===== src/rtl/udm_bus_csr_responder_if.sv =====
// -----------------------------------------------------------------------------
// udm_bus_csr_responder_if
// Request/ack/resp bus between a udm master and a CSR responder.
//   req    request valid, held with we/addr/be/wdata until ack
//   we     1 = write, 0 = read
//   addr   byte address, bits [1:0] ignored by responders
//   be     byte enables for writes
//   wdata  write data
//   ack    request accepted in this cycle (req && ack)
//   resp   read response valid, one-cycle pulse per accepted read
//   rdata  read data, valid with resp, otherwise 0
// -----------------------------------------------------------------------------
interface udm_bus_csr_responder_if;
  logic        req;
  logic        we;
  logic [31:0] addr;
  logic [3:0]  be;
  logic [31:0] wdata;
  logic        ack;
  logic        resp;
  logic [31:0] rdata;

  modport master (
    output req, we, addr, be, wdata,
    input  ack, resp, rdata
  );

  modport slave (
    input  req, we, addr, be, wdata,
    output ack, resp, rdata
  );
endinterface


===== src/rtl/udm_bus_csr_responder.sv =====
// -----------------------------------------------------------------------------
// udm_bus_csr_responder
// Slave end of the udm request/ack/resp bus. Decodes word addresses into a
// small CSR bank: LED register, synchronised switch input, scratch register,
// free-running cycle counter and a constant ID. Requests are acknowledged
// after ACK_WAIT wait cycles; reads return through a RD_LATENCY-deep pipe.
// Ports:
//   clk_i   single clock
//   rst_i   asynchronous reset, active-high
//   bus     request/ack/resp bus (slave modport)
//   sw_i    asynchronous switch inputs, SW_WIDTH bits
//   led_o   LED register, LED_WIDTH bits
// -----------------------------------------------------------------------------
module udm_bus_csr_responder #(
  parameter int          LED_WIDTH  = 16,
  parameter int          SW_WIDTH   = 16,
  parameter int          ACK_WAIT   = 0,
  parameter int          RD_LATENCY = 1,
  parameter logic [31:0] ID_VALUE   = 32'h55444D31
) (
  input  logic                      clk_i,
  input  logic                      rst_i,
  udm_bus_csr_responder_if.slave    bus,
  input  logic [SW_WIDTH-1:0]       sw_i,
  output logic [LED_WIDTH-1:0]      led_o
);

  localparam logic [29:0] WORD_LED     = 30'h0;
  localparam logic [29:0] WORD_SW      = 30'h1;
  localparam logic [29:0] WORD_SCRATCH = 30'h2;
  localparam logic [29:0] WORD_CNT     = 30'h3;
  localparam logic [29:0] WORD_ID      = 30'h4;

  logic [3:0]           wcnt;
  logic                 ack;
  logic                 wr_acc;
  logic                 rd_acc;
  logic [29:0]          word;
  logic [31:0]          wmask;
  logic [LED_WIDTH-1:0] led_q;
  logic [SW_WIDTH-1:0]  sw_meta;
  logic [SW_WIDTH-1:0]  sw_sync;
  logic [31:0]          scratch;
  logic [31:0]          cnt;
  logic [31:0]          rd_data;
  logic [RD_LATENCY-1:0] pipe_vld;
  logic [31:0]          pipe_dat [RD_LATENCY];
  logic                 unused_addr;

  assign word        = bus.addr[31:2];
  assign unused_addr = ^bus.addr[1:0];
  assign wmask       = {{8{bus.be[3]}}, {8{bus.be[2]}}, {8{bus.be[1]}}, {8{bus.be[0]}}};

  // Ack is combinational so a request can be taken in the cycle it appears
  // when no wait states are configured; it is forced low while in reset.
  assign ack     = bus.req && (wcnt == 4'(ACK_WAIT)) && !rst_i;
  assign bus.ack = ack;
  assign wr_acc  = ack && bus.we;
  assign rd_acc  = ack && !bus.we;

  // Wait-state counter: counts cycles of a pending request, restarts when
  // the request is dropped or accepted.
  // NOTE: sequential state uses non-blocking assignments so every flop samples
  // pre-edge values regardless of block evaluation order.
  always_ff @(posedge clk_i or posedge rst_i) begin
    if (rst_i) begin
      wcnt <= '0;
    end else if (!bus.req || ack) begin
      wcnt <= '0;
    end else begin
      wcnt <= wcnt + 4'd1;
    end
  end

  // Two-flop synchroniser for the switch inputs.
  always_ff @(posedge clk_i or posedge rst_i) begin
    if (rst_i) begin
      sw_meta <= '0;
      sw_sync <= '0;
    end else begin
      sw_meta <= sw_i;
      sw_sync <= sw_meta;
    end
  end

  // Register bank. The counter write wins over the increment so the written
  // value is visible unchanged in the following cycle.
  always_ff @(posedge clk_i or posedge rst_i) begin
    if (rst_i) begin
      led_q   <= '0;
      scratch <= '0;
      cnt     <= '0;
    end else begin
      if (wr_acc && word == WORD_LED) begin
        led_q <= (led_q & ~wmask[LED_WIDTH-1:0]) | (bus.wdata[LED_WIDTH-1:0] & wmask[LED_WIDTH-1:0]);
      end
      if (wr_acc && word == WORD_SCRATCH) begin
        scratch <= (scratch & ~wmask) | (bus.wdata & wmask);
      end
      if (wr_acc && word == WORD_CNT) begin
        cnt <= (cnt & ~wmask) | (bus.wdata & wmask);
      end else begin
        cnt <= cnt + 32'd1;
      end
    end
  end

  assign led_o = led_q;

  // Read snapshot, taken from the current (pre-write) register values.
  // NOTE: the default assignment ahead of the case keeps this purely
  // combinational; an unassigned path would infer a latch.
  always_comb begin
    rd_data = '0;
    case (word)
      WORD_LED:     rd_data = 32'(led_q);
      WORD_SW:      rd_data = 32'(sw_sync);
      WORD_SCRATCH: rd_data = scratch;
      WORD_CNT:     rd_data = cnt;
      WORD_ID:      rd_data = ID_VALUE;
      default:      rd_data = '0;
    endcase
  end

  // Fixed-length read pipe; it never stalls. Data stages carry 0 when no
  // read occupies them, so rdata is 0 whenever resp is low.
  // NOTE: the pipe data array is reset as well, since rdata must read 0
  // straight out of reset and in-flight reads must be dropped.
  always_ff @(posedge clk_i or posedge rst_i) begin
    if (rst_i) begin
      pipe_vld <= '0;
      for (int i = 0; i < RD_LATENCY; i++) begin
        pipe_dat[i] <= '0;
      end
    end else begin
      pipe_vld[0] <= rd_acc;
      pipe_dat[0] <= rd_acc ? rd_data : 32'd0;
      for (int i = 1; i < RD_LATENCY; i++) begin
        pipe_vld[i] <= pipe_vld[i-1];
        pipe_dat[i] <= pipe_dat[i-1];
      end
    end
  end

  assign bus.resp  = pipe_vld[RD_LATENCY-1];
  assign bus.rdata = pipe_dat[RD_LATENCY-1];

endmodule

===== src/flat_wrapper.sv =====
// flat-port wrapper written by rule: the top's interface ports become plain ports
module udm_bus_csr_responder_flat 
#(
  parameter int          LED_WIDTH  = 16,
  parameter int          SW_WIDTH   = 16,
  parameter int          ACK_WAIT   = 0,
  parameter int          RD_LATENCY = 1,
  parameter logic [31:0] ID_VALUE   = 32'h55444D31
)
  (clk_i, rst_i, sw_i, led_o, bus_req, bus_we, bus_addr, bus_be, bus_wdata, bus_ack, bus_resp, bus_rdata);
  udm_bus_csr_responder_if bus_i ();
  input  logic clk_i;
  input  logic rst_i;
  input  logic [SW_WIDTH-1:0] sw_i;
  output logic [LED_WIDTH-1:0] led_o;
  input wire logic [$bits(bus_i.req)-1:0] bus_req;
  input wire logic [$bits(bus_i.we)-1:0] bus_we;
  input wire logic [$bits(bus_i.addr)-1:0] bus_addr;
  input wire logic [$bits(bus_i.be)-1:0] bus_be;
  input wire logic [$bits(bus_i.wdata)-1:0] bus_wdata;
  output wire logic [$bits(bus_i.ack)-1:0] bus_ack;
  output wire logic [$bits(bus_i.resp)-1:0] bus_resp;
  output wire logic [$bits(bus_i.rdata)-1:0] bus_rdata;
  assign bus_i.req = bus_req;
  assign bus_i.we = bus_we;
  assign bus_i.addr = bus_addr;
  assign bus_i.be = bus_be;
  assign bus_i.wdata = bus_wdata;
  assign bus_ack = bus_i.ack;
  assign bus_resp = bus_i.resp;
  assign bus_rdata = bus_i.rdata;
  udm_bus_csr_responder #(.LED_WIDTH(LED_WIDTH), .SW_WIDTH(SW_WIDTH), .ACK_WAIT(ACK_WAIT), .RD_LATENCY(RD_LATENCY), .ID_VALUE(ID_VALUE)) u_core (.clk_i(clk_i), .rst_i(rst_i), .bus(bus_i), .sw_i(sw_i), .led_o(led_o));
endmodule

===== config.mk =====
export PLATFORM = sky130hd
export DESIGN_NAME = udm_bus_csr_responder_flat
export DESIGN_NICKNAME = d
export VERILOG_FILES = /design/src/rtl/udm_bus_csr_responder_if.sv /design/src/rtl/udm_bus_csr_responder.sv /design/src/flat_wrapper.sv
export SDC_FILE = /design/constraint.sdc
export NUM_CORES = 1
export LEC_CHECK = 0
export BUFFER_PORTS_ARGS = -buffer_cell sky130_fd_sc_hd__clkbuf_2
export CORE_UTILIZATION = 55
export DETAILED_ROUTE_END_ITERATION = 8
export GPL_TIMING_DRIVEN = 0
export PLACE_DENSITY_LB_ADDON = 0.05
export SYNTH_ARGS = -nofsm -noshare
export SYNTH_HDL_FRONTEND = slang
export SYNTH_SLANG_ARGS = --single-unit

===== constraint.sdc =====
create_clock -name clk_i -period 14.45 [get_ports clk_i]
set_clock_uncertainty 0.2 [all_clocks]
set_input_delay 2.89 -clock clk_i [delete_from_list [all_inputs] [get_ports clk_i]]
set_output_delay 2.89 -clock clk_i [all_outputs]
set_load 0.01 [all_outputs]

==> results of run 1 <==
## synthesized netlist by cell type (2+ instances only)
| cell type | count | area [µm²] |
|---|---|---|
| o2bb2ai_1 | 4 | 35.03 |
| nor2_1 | 71 | 266.5 |
| mux2_4 | 32 | 480.5 |
| o32ai_1 | 7 | 61.31 |
| a221oi_1 | 6 | 52.55 |
| a21o_1 | 3 | 22.52 |
| or3_1 | 3 | 18.77 |
| nand3_1 | 32 | 160.2 |
| o211a_1 | 6 | 60.06 |
| dfrtp_1 | 149 | 3729 |
| xnor2_1 | 2 | 17.52 |
| and4_1 | 5 | 43.79 |
| o21bai_1 | 7 | 52.55 |
| nor2b_1 | 2 | 12.51 |
| a222oi_1 | 6 | 60.06 |
| nand2_1 | 25 | 93.84 |
| nor3_1 | 8 | 40.04 |
| nor3b_1 | 3 | 22.52 |
| buf_2 | 10 | 50.05 |
| mux2_2 | 19 | 214.0 |
| and2_1 | 3 | 18.77 |
| inv_1 | 7 | 26.28 |
| buf_1 | 2 | 7.510 |
| mux4_2 | 2 | 45.04 |
| clkbuf_1 | 19 | 71.32 |
| nor4_2 | 3 | 37.54 |
| mux2i_1 | 12 | 120.1 |
| nand2b_1 | 4 | 25.02 |
| ha_1 | 3 | 37.54 |
| or3_4 | 2 | 22.52 |
| a21oi_1 | 22 | 110.1 |
| o221a_2 | 2 | 22.52 |
| nand2_8 | 4 | 80.08 |
| o221a_1 | 6 | 67.56 |
| nor4_1 | 7 | 43.79 |
| o21ai_0 | 20 | 100.1 |
| nor3_2 | 5 | 50.05 |
| a22oi_1 | 18 | 135.1 |
| nand4_1 | 13 | 81.33 |
| or2_2 | 5 | 31.28 |
| o22ai_1 | 2 | 12.51 |
| and3_1 | 6 | 37.54 |
## worst max-delay path: cells and delay by family
family | cells | cell delay (ns)
buf+inv | 3 | 0.30
simple gates | 2 | 0.55
## power by group through the flow
stage | clock [mW] | sequential [mW] | combinational (mW)
finish | 0.411 | 0.425 | 0.0388
global placement | 0 | 0.432 | 0.0370
floorplan | 0 | 0.432 | 0.0166
detailed placement | 0 | 0.432 | 0.0393
global route | 0.433 | 0.425 | 0.0430
CTS | 0.417 | 0.425 | 0.0395
## how the worst max path moves through the flow
| stage | from | end | cells past startpoint |
|---|---|---|---|
| 3_5_place_dp | rst_i | bus_ack | 5 |
| 3_3_place_gp | rst_i | u_core.sw_meta[9] | 2 |
| 4_1_cts | rst_i | bus_ack | 5 |
| 6_report | rst_i | bus_ack | 5 |
| 2_1_floorplan | rst_i | async pin | 1 |
| 5_1_grt | rst_i | bus_ack | 5 |
## final cells by class
class	instances	area, µm²
clock buffer	18	439.2
buffer	32	140.1
fill	933	3782
clock inverter	12	108.9
inverter	7	31.28
timing repair buffer	135	698.2
sequential	149	3729
tap	168	210.2
multi-input combinational	394	2923
## layer usage
metal / part of all wire (%) / global-route usage (%) / up-vias
met2: 49 / 51.53 / 201
met1: 43 / 40.39 / 2650
met4: 2.4 / 12.37 / 0
met5: 0 / 0 / -
met3: 5.4 / 6.802 / 41
li1: - / - / 2464
## cells by family (layout without fill, tap and decap cells)
kind of cell	count (synthesis)	count (layout)	share of synthesized area (%)
buffers and inverters	39	204	2.441
AND/OR/NAND/NOR	209	209	17.16
flip-flops	149	149	54.69
adder cells (fa/ha/maj)	3	3	0.5506
AO/OA/AOI/OAI	115	115	12.30
multiplexers	65	65	12.61
XOR/XNOR	2	2	0.2570
## per-stage QoR
step	utilization (%)	total power, mW
2_1_floorplan	-	0.4484
3_3_place_gp	63.83	0.4692
3_5_place_dp	64.10	0.4718
4_1_cts	68.64	0.8811
5_1_grt	68.64	0.9013
6_report	68.64	0.8747
## placed cells by master, fill, tap and decap left out, types with 7 or more instances in the layout
cell type  instances
a22oi_1           18
mux2_2            19
nor2_1            71
a21oi_1           22
nor3_1             8
clkbuf_1          19
nand2_1           25
clkbuf_16         17
mux2i_1           12
o21bai_1           7
nand4_1           13
dfrtp_1          149
o32ai_1            7
mux2_4            32
nor4_1             7
nand3_1           32
clkbuf_2         134
buf_2             10
o21ai_0           20
==> summary.txt, run 1 <==
Synth
  • Mapped Area: 6818 µm²
  • Mean Syn Cell Area: 11.71 µm²
  • FFs w/ async S/R, synth: 100.0%
  • Syn_nets: about 670
  • #FFs+latches synth: 149
  • Mapped Cells: 582
  • Ys flop type: dfrtp_1
  • Ys Warns: 0
  • Library cells used by synthesis: 57
  • Seq/Total Area, Yosys: 54.69%
  • Post-synth EDFFs: 0

Floorplan
  • Std-Cell Rows: 40
  • Chip height: 113.3 µm
  • Ports: 138
  • Die area: 12840 µm²
  • Initial Utilization: 56.52%
  • Die Span X: 113.3 µm
  • CORE AREA: 12060 µm²

Setup path
  • Delay of the slowest critical-path stage: ~0.33 ns
  • Startpoint Class: primary input
  • Crit path max fanout: 4
  • CP endpoint kind: output port
  • R2R Path Start: u_core.wcnt[0]
  • Cell Chain, Critical Path: clkbuf_2 -> nand4bb_1 -> or2_2 -> inv_1 -> clkbuf_2
  • Cell count of the worst reg-to-reg path: 9
  • Reg2Reg Setup Slack: around 11 ns
  • Cell mode on critical path: clkbuf_2
  • Req. time, crit path: 11.36 ns
  • Critical path type: primary input to output port
  • CP max-delay cell: or2_2
  • Worst Path Arrival: about 3.7 ns

Cells and area
  • Layout cells sized above 1: 34.27%
  • Area Growth Syn to Fin: 21.44%
  • Post-Layout Inst Area: 8279 µm²
  • Antenna diode count: 0
  • Nets: 827
  • Non-Filler Instances: 915

Power and ir drop
  • Clock share of power: between 40% and 50%
  • Sw frac: a little under a quarter
  • Pleak: 3.966 nW
  • VDD IR max: just over 0.1 mV
  • Int Pwr: 676.4 µW
  • Comb pwr share: 4.4%
  • Sequential share of power: ~49%
  • Pwr dens: 105.7 nW/µm²
  • Switching power: 198.3 µW

STA
  • Hold slack: between 0.1 and 0.15 ns
  • Slew headroom: 23.00%
  • Worst-Margin Slew: 1.145 ns
  • Fin crit share: a little under half
  • RSZ-0062 raised after global routing: no
  • Worst Setup Slack, final: 7.620 ns
  • Min cycle time layout: approximately 7 ns
  • Pins Over Slew Limit: 0
  • Final Hold Fails: 0
  • Final Setup Violations: 0
  • Fin Setup TNS: 0 ns
  • Fmax: 146.4 MHz

Global route
  • Antenna violations before repair: 0
  • All-layer global routing usage: 31.25%
  • Number of global-route vias before repair: around 5500
  • First-pass GRT wire length: slightly below 30000 µm
  • GR Overflow Total: 0
  • Largest net degree at the start of global routing: 85

Clock tree
  • CTS Buf Count: 17
  • Clk root buf: clkbuf_16
  • Clock Sinks: between 100 and 150
  • Clock slew at reported path FFs: 0.06 ns
  • CTS H-tree depth: 4
  • CTS resizes: 0
  • Cts-stage hold buffer count: 0
  • Postcts setup bufs: 0
  • CTS max path bufs: 2
  • Worst skew pair latency: 0.42 ns
  • TritonCTS clock tree: done

Worst hold path
  • Worst Hold Class: flip-flop to flip-flop
  • Worst Hold End: u_core.sw_sync[0]
  • Hold path start: u_core.sw_meta[0]
  • WHS Path Cells: 0

Route
  • Vias per inst: 5.854
  • Vias: 5356
  • Initial DRC count: 371
  • Residual DRC: 0
  • First-pass iteration count of the detailed router: 5
  • Avg WL per Cell: about 21 µm
  • Count of antenna-violating nets left after detailed routing: 0
  • Total routed wirelength: 18820 µm

Outcome
  • Status: finished, final reports clean

Place
  • Cells after DPL: 885
  • Cell area after placement: 7731 µm²
  • Place WS: 7.630 ns
  • Routability cong.: approximately 0.9
  • # port buffers: 134
  • DPL Wire Length: 13030 µm

Run
  • Max-cap violations: 0
Power figures use the tool's default switching activity.
==> inputs of run 2 (changes only) <==
--- a/config.mk
+++ b/config.mk
@@ -6,7 +6,7 @@
 export NUM_CORES = 1
 export LEC_CHECK = 0
 export BUFFER_PORTS_ARGS = -buffer_cell sky130_fd_sc_hd__clkbuf_2
-export CORE_UTILIZATION = 55
+export CORE_UTILIZATION = 50
 export DETAILED_ROUTE_END_ITERATION = 8
 export GPL_TIMING_DRIVEN = 0
 export PLACE_DENSITY_LB_ADDON = 0.05
==> constraint.sdc (replaced) <==
create_clock -name clk_i -period 6.1 [get_ports clk_i]
set_clock_uncertainty 0.2 [all_clocks]
set_input_delay 1.22 -clock clk_i [delete_from_list [all_inputs] [get_ports clk_i]]
set_output_delay 1.22 -clock clk_i [all_outputs]
set_load 0.01 [all_outputs]
==> summary.txt, run 2 (same netlist as run 1, synthesis figures left out) <==
Outcome
  • Status: finished, final reports clean

Worst hold path
  • Hold path start: u_core.sw_meta[5]
  • WHS Path Cells: 0
  • Worst Hold End: u_core.sw_sync[5]
  • Worst Hold Class: flip-flop to flip-flop

Floorplan
  • Die Span X: 118.8 µm
  • Initial Utilization: 51.28%
  • Chip height: 118.8 µm
  • CORE AREA: about 13000 µm²
  • Ports: 138
  • Std-Cell Rows: 42
  • Die area: 14110 µm²

Clock tree
  • Clock Sinks: between 100 and 150
  • Clk root buf: clkbuf_16
  • CTS H-tree depth: 4
  • CTS resizes: 0
  • Postcts setup bufs: 0
  • CTS Buf Count: 17
  • Clock slew at reported path FFs: 0.06 ns
  • Cts-stage hold buffer count: 0
  • Worst skew pair latency: 0.42 ns
  • CTS max path bufs: 2
  • TritonCTS clock tree: done

Cells and area
  • Area Growth Syn to Fin: 22.08%
  • Nets: just over 800
  • Most common cell after layout, fill and taps aside: dfrtp_1
  • Finished Core Util: 62.60%
  • Layout cells sized above 1: 34.31%
  • Most frequent cells in the layout: dfrtp_1, clkbuf_2, nor2_1
  • Antenna diode count: 0

STA
  • Pins Over Slew Limit: 0
  • RSZ-0062 raised after global routing: no
  • Fin Setup TNS: 0 ns
  • Final Setup Violations: 0
  • Final Hold Fails: 0
  • Fin crit share: 63.01%
  • Worst Setup Slack, final: 2.256 ns
  • Min cycle time layout: between 3 and 4 ns
  • Worst-Margin Slew: about 1.0 ns
  • Fmax: ~260 MHz
  • Slew headroom: 29.84%

Setup path
  • Cell count of the worst reg-to-reg path: 9
  • Critical path type: primary input to flip-flop
  • Reg2Reg Setup Slack: about 3 ns
  • Crit path max fanout: 8
  • Req. time, crit path: 6.20 ns
  • CP max-delay cell: nor4_2
  • Cell mode on critical path: nand4_1
  • Cell Chain, Critical Path: clkbuf_2 -> nor4_1 -> nand4_1 -> nor4_2 -> nand4_1 -> mux2_2
  • Startpoint Class: primary input
  • R2R Path Start: u_core.wcnt[0]
  • Worst Path Arrival: 3.95 ns
  • CP endpoint kind: flip-flop
  • Delay of the slowest critical-path stage: around 0.88 ns

Global route
  • Grt peak-use layer: met2
  • Largest net degree at the start of global routing: 98
  • M1 GR Usage: 36.62%
  • First-pass GRT wire length: about 29000 µm
  • Antenna violations before repair: 0
  • Met2 Use GR: between 40% and 50%
  • GR Overflow Total: 0
  • Number of global-route vias before repair: 5359
  • All-layer global routing usage: roughly 28%
  • GR Util met3: 6.708%

Power and ir drop
  • Sw frac: 22.26%
  • Pleak: approximately 4.0 nW
  • Sequential share of power: 47.7%
  • Pwr dens: 253.7 nW/µm²
  • Comb pwr share: 4.4%
  • Clock share of power: a little under half
  • Switching power: approximately 470 µW
  • Int Pwr: 1.642 mW
  • VDD IR max: approximately 0.27 mV

Route
  • Initial DRC count: 456
  • Residual DRC: 0
  • Avg WL per Cell: roughly 20 µm
  • Vias: 5369
  • Total routed wirelength: between 15000 and 20000 µm
  • Count of antenna-violating nets left after detailed routing: 0
  • Vias per inst: 5.804
  • First-pass iteration count of the detailed router: 7

Place
  • DPL Wire Length: ~13000 µm
  • # port buffers: 134
  • Place WS: 1.865 ns
  • Routability cong.: roughly 0.89

Run
  • Max-cap violations: 0
[run 2: cell types whose count changed in the layout (fill, tap and decap cells not counted)]
cell        before  now
clkbuf_8         1    4
clkinv_2         3    1
clkbuf_1        19   20
clkinv_4         2    1
clkinvlp_4       5    6
[run 2: per-layer routing]
layer	wire, µm	share of wire, %	up-vias
li1	-	-	2463
met1	7983	43	2673
met2	9020	49	207
met3	1112	6.0	26
met4	373	2.0	0
met5	0	0	-
[run 2: power by group through the flow]
stage | logic, mW | registers [mW] | clock network, mW
floorplan | 0.0394 | 1.02 | 0
global placement | 0.0885 | 1.02 | 0
detailed placement | 0.0934 | 1.02 | 0
CTS | 0.0937 | 1.01 | 1.03
global route | 0.102 | 1.01 | 1.08
finish | 0.0923 | 1.01 | 1.01
[run 2: worst max-delay path, delay by kind of cell]
| family | cells | cell delay [ns] |
|---|---|---|
| AND/OR/NAND/NOR | 4 | 2.15 |
| multiplexers | 1 | 0.50 |
| buffers and inverters | 1 | 0.08 |
[run 2: stage by stage]
step	std cells	hold slack, ns	area (µm²)	power (mW)
after floorplan	582	0.1312	6818	1.062
after detailed placement	893	0.1364	7741	1.118
after CTS	925	0.1502	8323	2.129
final	925	0.1487	8323	2.112
after global routing	925	0.1516	8323	2.184
after global placement	892	0.1320	7709	1.113
[run 2: how the worst max path moves through the flow]
stage | start | end
6_report | bus_addr[12] | flip-flop
5_1_grt | bus_addr[11] | flip-flop
4_1_cts | bus_addr[12] | flip-flop
3_5_place_dp | bus_addr[26] | flip-flop
3_3_place_gp | rst_i | u_core.sw_sync[10]
2_1_floorplan | rst_i | async pin
[run 2: area by class of cell]
type,instances,area [µm²]
Clock buffer,22,484.2
Clock inverter,10,97.59
Tap cell,176,220.2
Fill cell,1101,4972
Buffer,32,140.1
Timing Repair Buffer,135,698.2
Multi-Input combinational cell,394,2923
Sequential cell,149,3729
Inverter,7,31.28
==> inputs of run 3 (changes only) <==
==> constraint.sdc (replaced) <==
create_clock -name clk_i -period 3.43 [get_ports clk_i]
set_clock_uncertainty 0.2 [all_clocks]
set_input_delay 0.686 -clock clk_i [delete_from_list [all_inputs] [get_ports clk_i]]
set_output_delay 0.686 -clock clk_i [all_outputs]
set_load 0.01 [all_outputs]
==> summary.txt, run 3 (same netlist as run 1, synthesis figures left out) <==
Outcome
  • Status: finished, final reports clean

Setup path
  • Cell Chain, Critical Path: inv_1 -> ha_1 -> nand4bb_1 -> nor3b_1 -> nand3_1 -> clkbuf_1 -> buf_2 -> nor3b_1 -> nor2_1
  • Cell mode on critical path: nor3b_1
  • CP max-delay cell: nor3b_1
  • Delay of the slowest critical-path stage: 0.69 ns
  • R2R Path Start: u_core.wcnt[0]
  • Crit path max-delay family: simple AND/OR/NAND/NOR gates
  • Critical path type: flip-flop to flip-flop
  • Worst Path Arrival: 3.19 ns
  • Startpoint Class: flip-flop
  • Crit path max fanout: 10
  • Req. time, crit path: 3.53 ns
  • Reg2Reg Setup Slack: about 0.34 ns
  • CP Launch Point: u_core.wcnt[0]
  • CP endpoint kind: flip-flop
  • CP bufs+invs: 3

Route
  • Avg WL per Cell: 19.81 µm
  • First-pass iteration count of the detailed router: 5
  • Initial DRC count: 528
  • Residual DRC: 0
  • Vias per inst: approximately 5.8
  • Count of antenna-violating nets left after detailed routing: 0
  • Vias: 5344
  • Total routed wirelength: roughly 18000 µm

STA
  • RSZ-0062 raised after global routing: no
  • Fmax: 323.9 MHz
  • Min cycle time layout: 3.087 ns
  • Fin crit share: 90.00%
  • Final Setup Violations: 0
  • Slew headroom: roughly 40%
  • Final Hold Fails: 0
  • Pins Over Slew Limit: 0
  • Worst-Margin Slew: about 0.9 ns

Worst hold path
  • Worst Hold Class: primary input to async pin

Run
  • Max-cap violations: 0

Cells and area
  • Nets: 830
  • Layout cells sized above 1: between 30% and 40%
  • Most frequent cells in the layout: dfrtp_1, clkbuf_2, nor2_1
  • Multi-input gate area: 2932 µm²
  • Non-Filler Instances: a little over 900
  • Post-Layout Inst Area: 8354 µm²
  • Most common cell after layout, fill and taps aside: dfrtp_1
  • Fill count: 1105
  • Area Growth Syn to Fin: 22.54%
  • Reg area: about 3700 µm²
  • Antenna diode count: 0

Clock tree
  • CTS H-tree depth: 4
  • CTS max path bufs: 2
  • Clock slew at reported path FFs: 0.06 ns
  • Worst skew pair latency: around 0.42 ns
  • TritonCTS clock tree: done
  • Clk root buf: clkbuf_16
  • Clock Sinks: 149
  • CTS Buf Count: 17

Floorplan
  • Std-Cell Rows: 42
  • Die Span X: 118.8 µm
  • Die area: 14110 µm²
  • Initial Utilization: 51.28%
  • Chip height: 118.8 µm
  • Ports: 138
  • CORE AREA: 13300 µm²

Global route
  • GR Overflow Total: 0
  • First-pass GRT wire length: 29080 µm
  • Antenna violations before repair: 0
  • Largest net degree at the start of global routing: 43
  • All-layer global routing usage: 27.52%
  • Number of global-route vias before repair: 5486

Power and ir drop
  • Comb pwr share: 4.6%
  • Pwr dens: 445.0 nW/µm²
  • Clock share of power: 47.2%
  • Sw frac: 21.41%
  • VDD IR max: 0.4548 mV
  • Switching power: 796.0 µW
  • Pleak: 4.009 nW
  • Sequential share of power: 48.2%
  • Int Pwr: 2.921 mW

Place
  • Cell area after placement: 7792 µm²
  • Cells after DPL: 896
  • DPL Wire Length: approximately 13000 µm
  • # port buffers: 134
  • Routability cong.: ~0.91
run 3: changes by cell type in the layout (fill, tap and decap cells not counted), sizes merged:
cell      before  now
inv            8    6
bufinv         1    2
clkbuf       175  172
clkinv         2    7
buf           14   17
clkinvlp       6    2
run 3: repair_timing:
action                                  in CTS  in global routing
hold buffers                                 0                  0
gates resized for setup                      0                  1
endpoints found under the setup margin       0                 16
buffers inserted                             0                  0
run 3: final timing paths:
kind | to | cells past startpoint
max | flip-flop | 9
min reg2reg | u_core.sw_sync[1] | 0
max in group asynchronous | async pin | 5
max reg2reg | flip-flop | 9
min in group clk_i | u_core.sw_sync[1] | 0
min | u_core.wcnt[2] | 2
run 3: layout make-up:
cell class,instances,share of cell area [%]
clock buffer,19,5.302
multi-input combinational,394,35.09
timing repair buffer,138,8.986
buffer,32,1.677
tap,176,2.636
sequential,149,44.63
inverter,7,0.3594
clock inverter,10,1.318
run 3: power groups by stage:
| stage | logic [mW] | registers (mW) | clock network (mW) |
|---|---|---|---|
| after floorplan | 0.0704 | 1.82 | 0 |
| after global placement | 0.158 | 1.82 | 0 |
| after detailed placement | 0.172 | 1.82 | 0 |
| after CTS | 0.173 | 1.79 | 1.79 |
| after global routing | 0.189 | 1.79 | 1.87 |
| final | 0.171 | 1.79 | 1.76 |
run 3: layer usage:
| metal | part of all wire (%) | GRT usage, % | vias to the layer above |
|---|---|---|---|
| met5 | 0 | 0 | - |
| met4 | 2.3 | 9.968 | 0 |
| met3 | 5.7 | 6.419 | 33 |
| met2 | 50 | 45.80 | 222 |
| met1 | 42 | 35.05 | 2630 |
| li1 | - | - | 2459 |
run 3: metrics by stage:
step / hold WS (ns) / total power [mW] / setup slack [ns] / utilization [%] / TNS [ns]
after detailed placement: 0.1363 / 1.994 / -0.4171 / 58.61 / -11.61
after CTS: 0.1131 / 3.750 / 0.002495 / 62.77 / 0
final: 0.1070 / 3.718 / 0.3428 / 62.84 / 0
after global routing: 0.1404 / 3.854 / 0.04340 / 62.84 / 0
after global placement: 0.1322 / 1.979 / -0.2379 / 58.01 / -36.44
after floorplan: 0.1312 / 1.890 / 0.6641 / - / 0
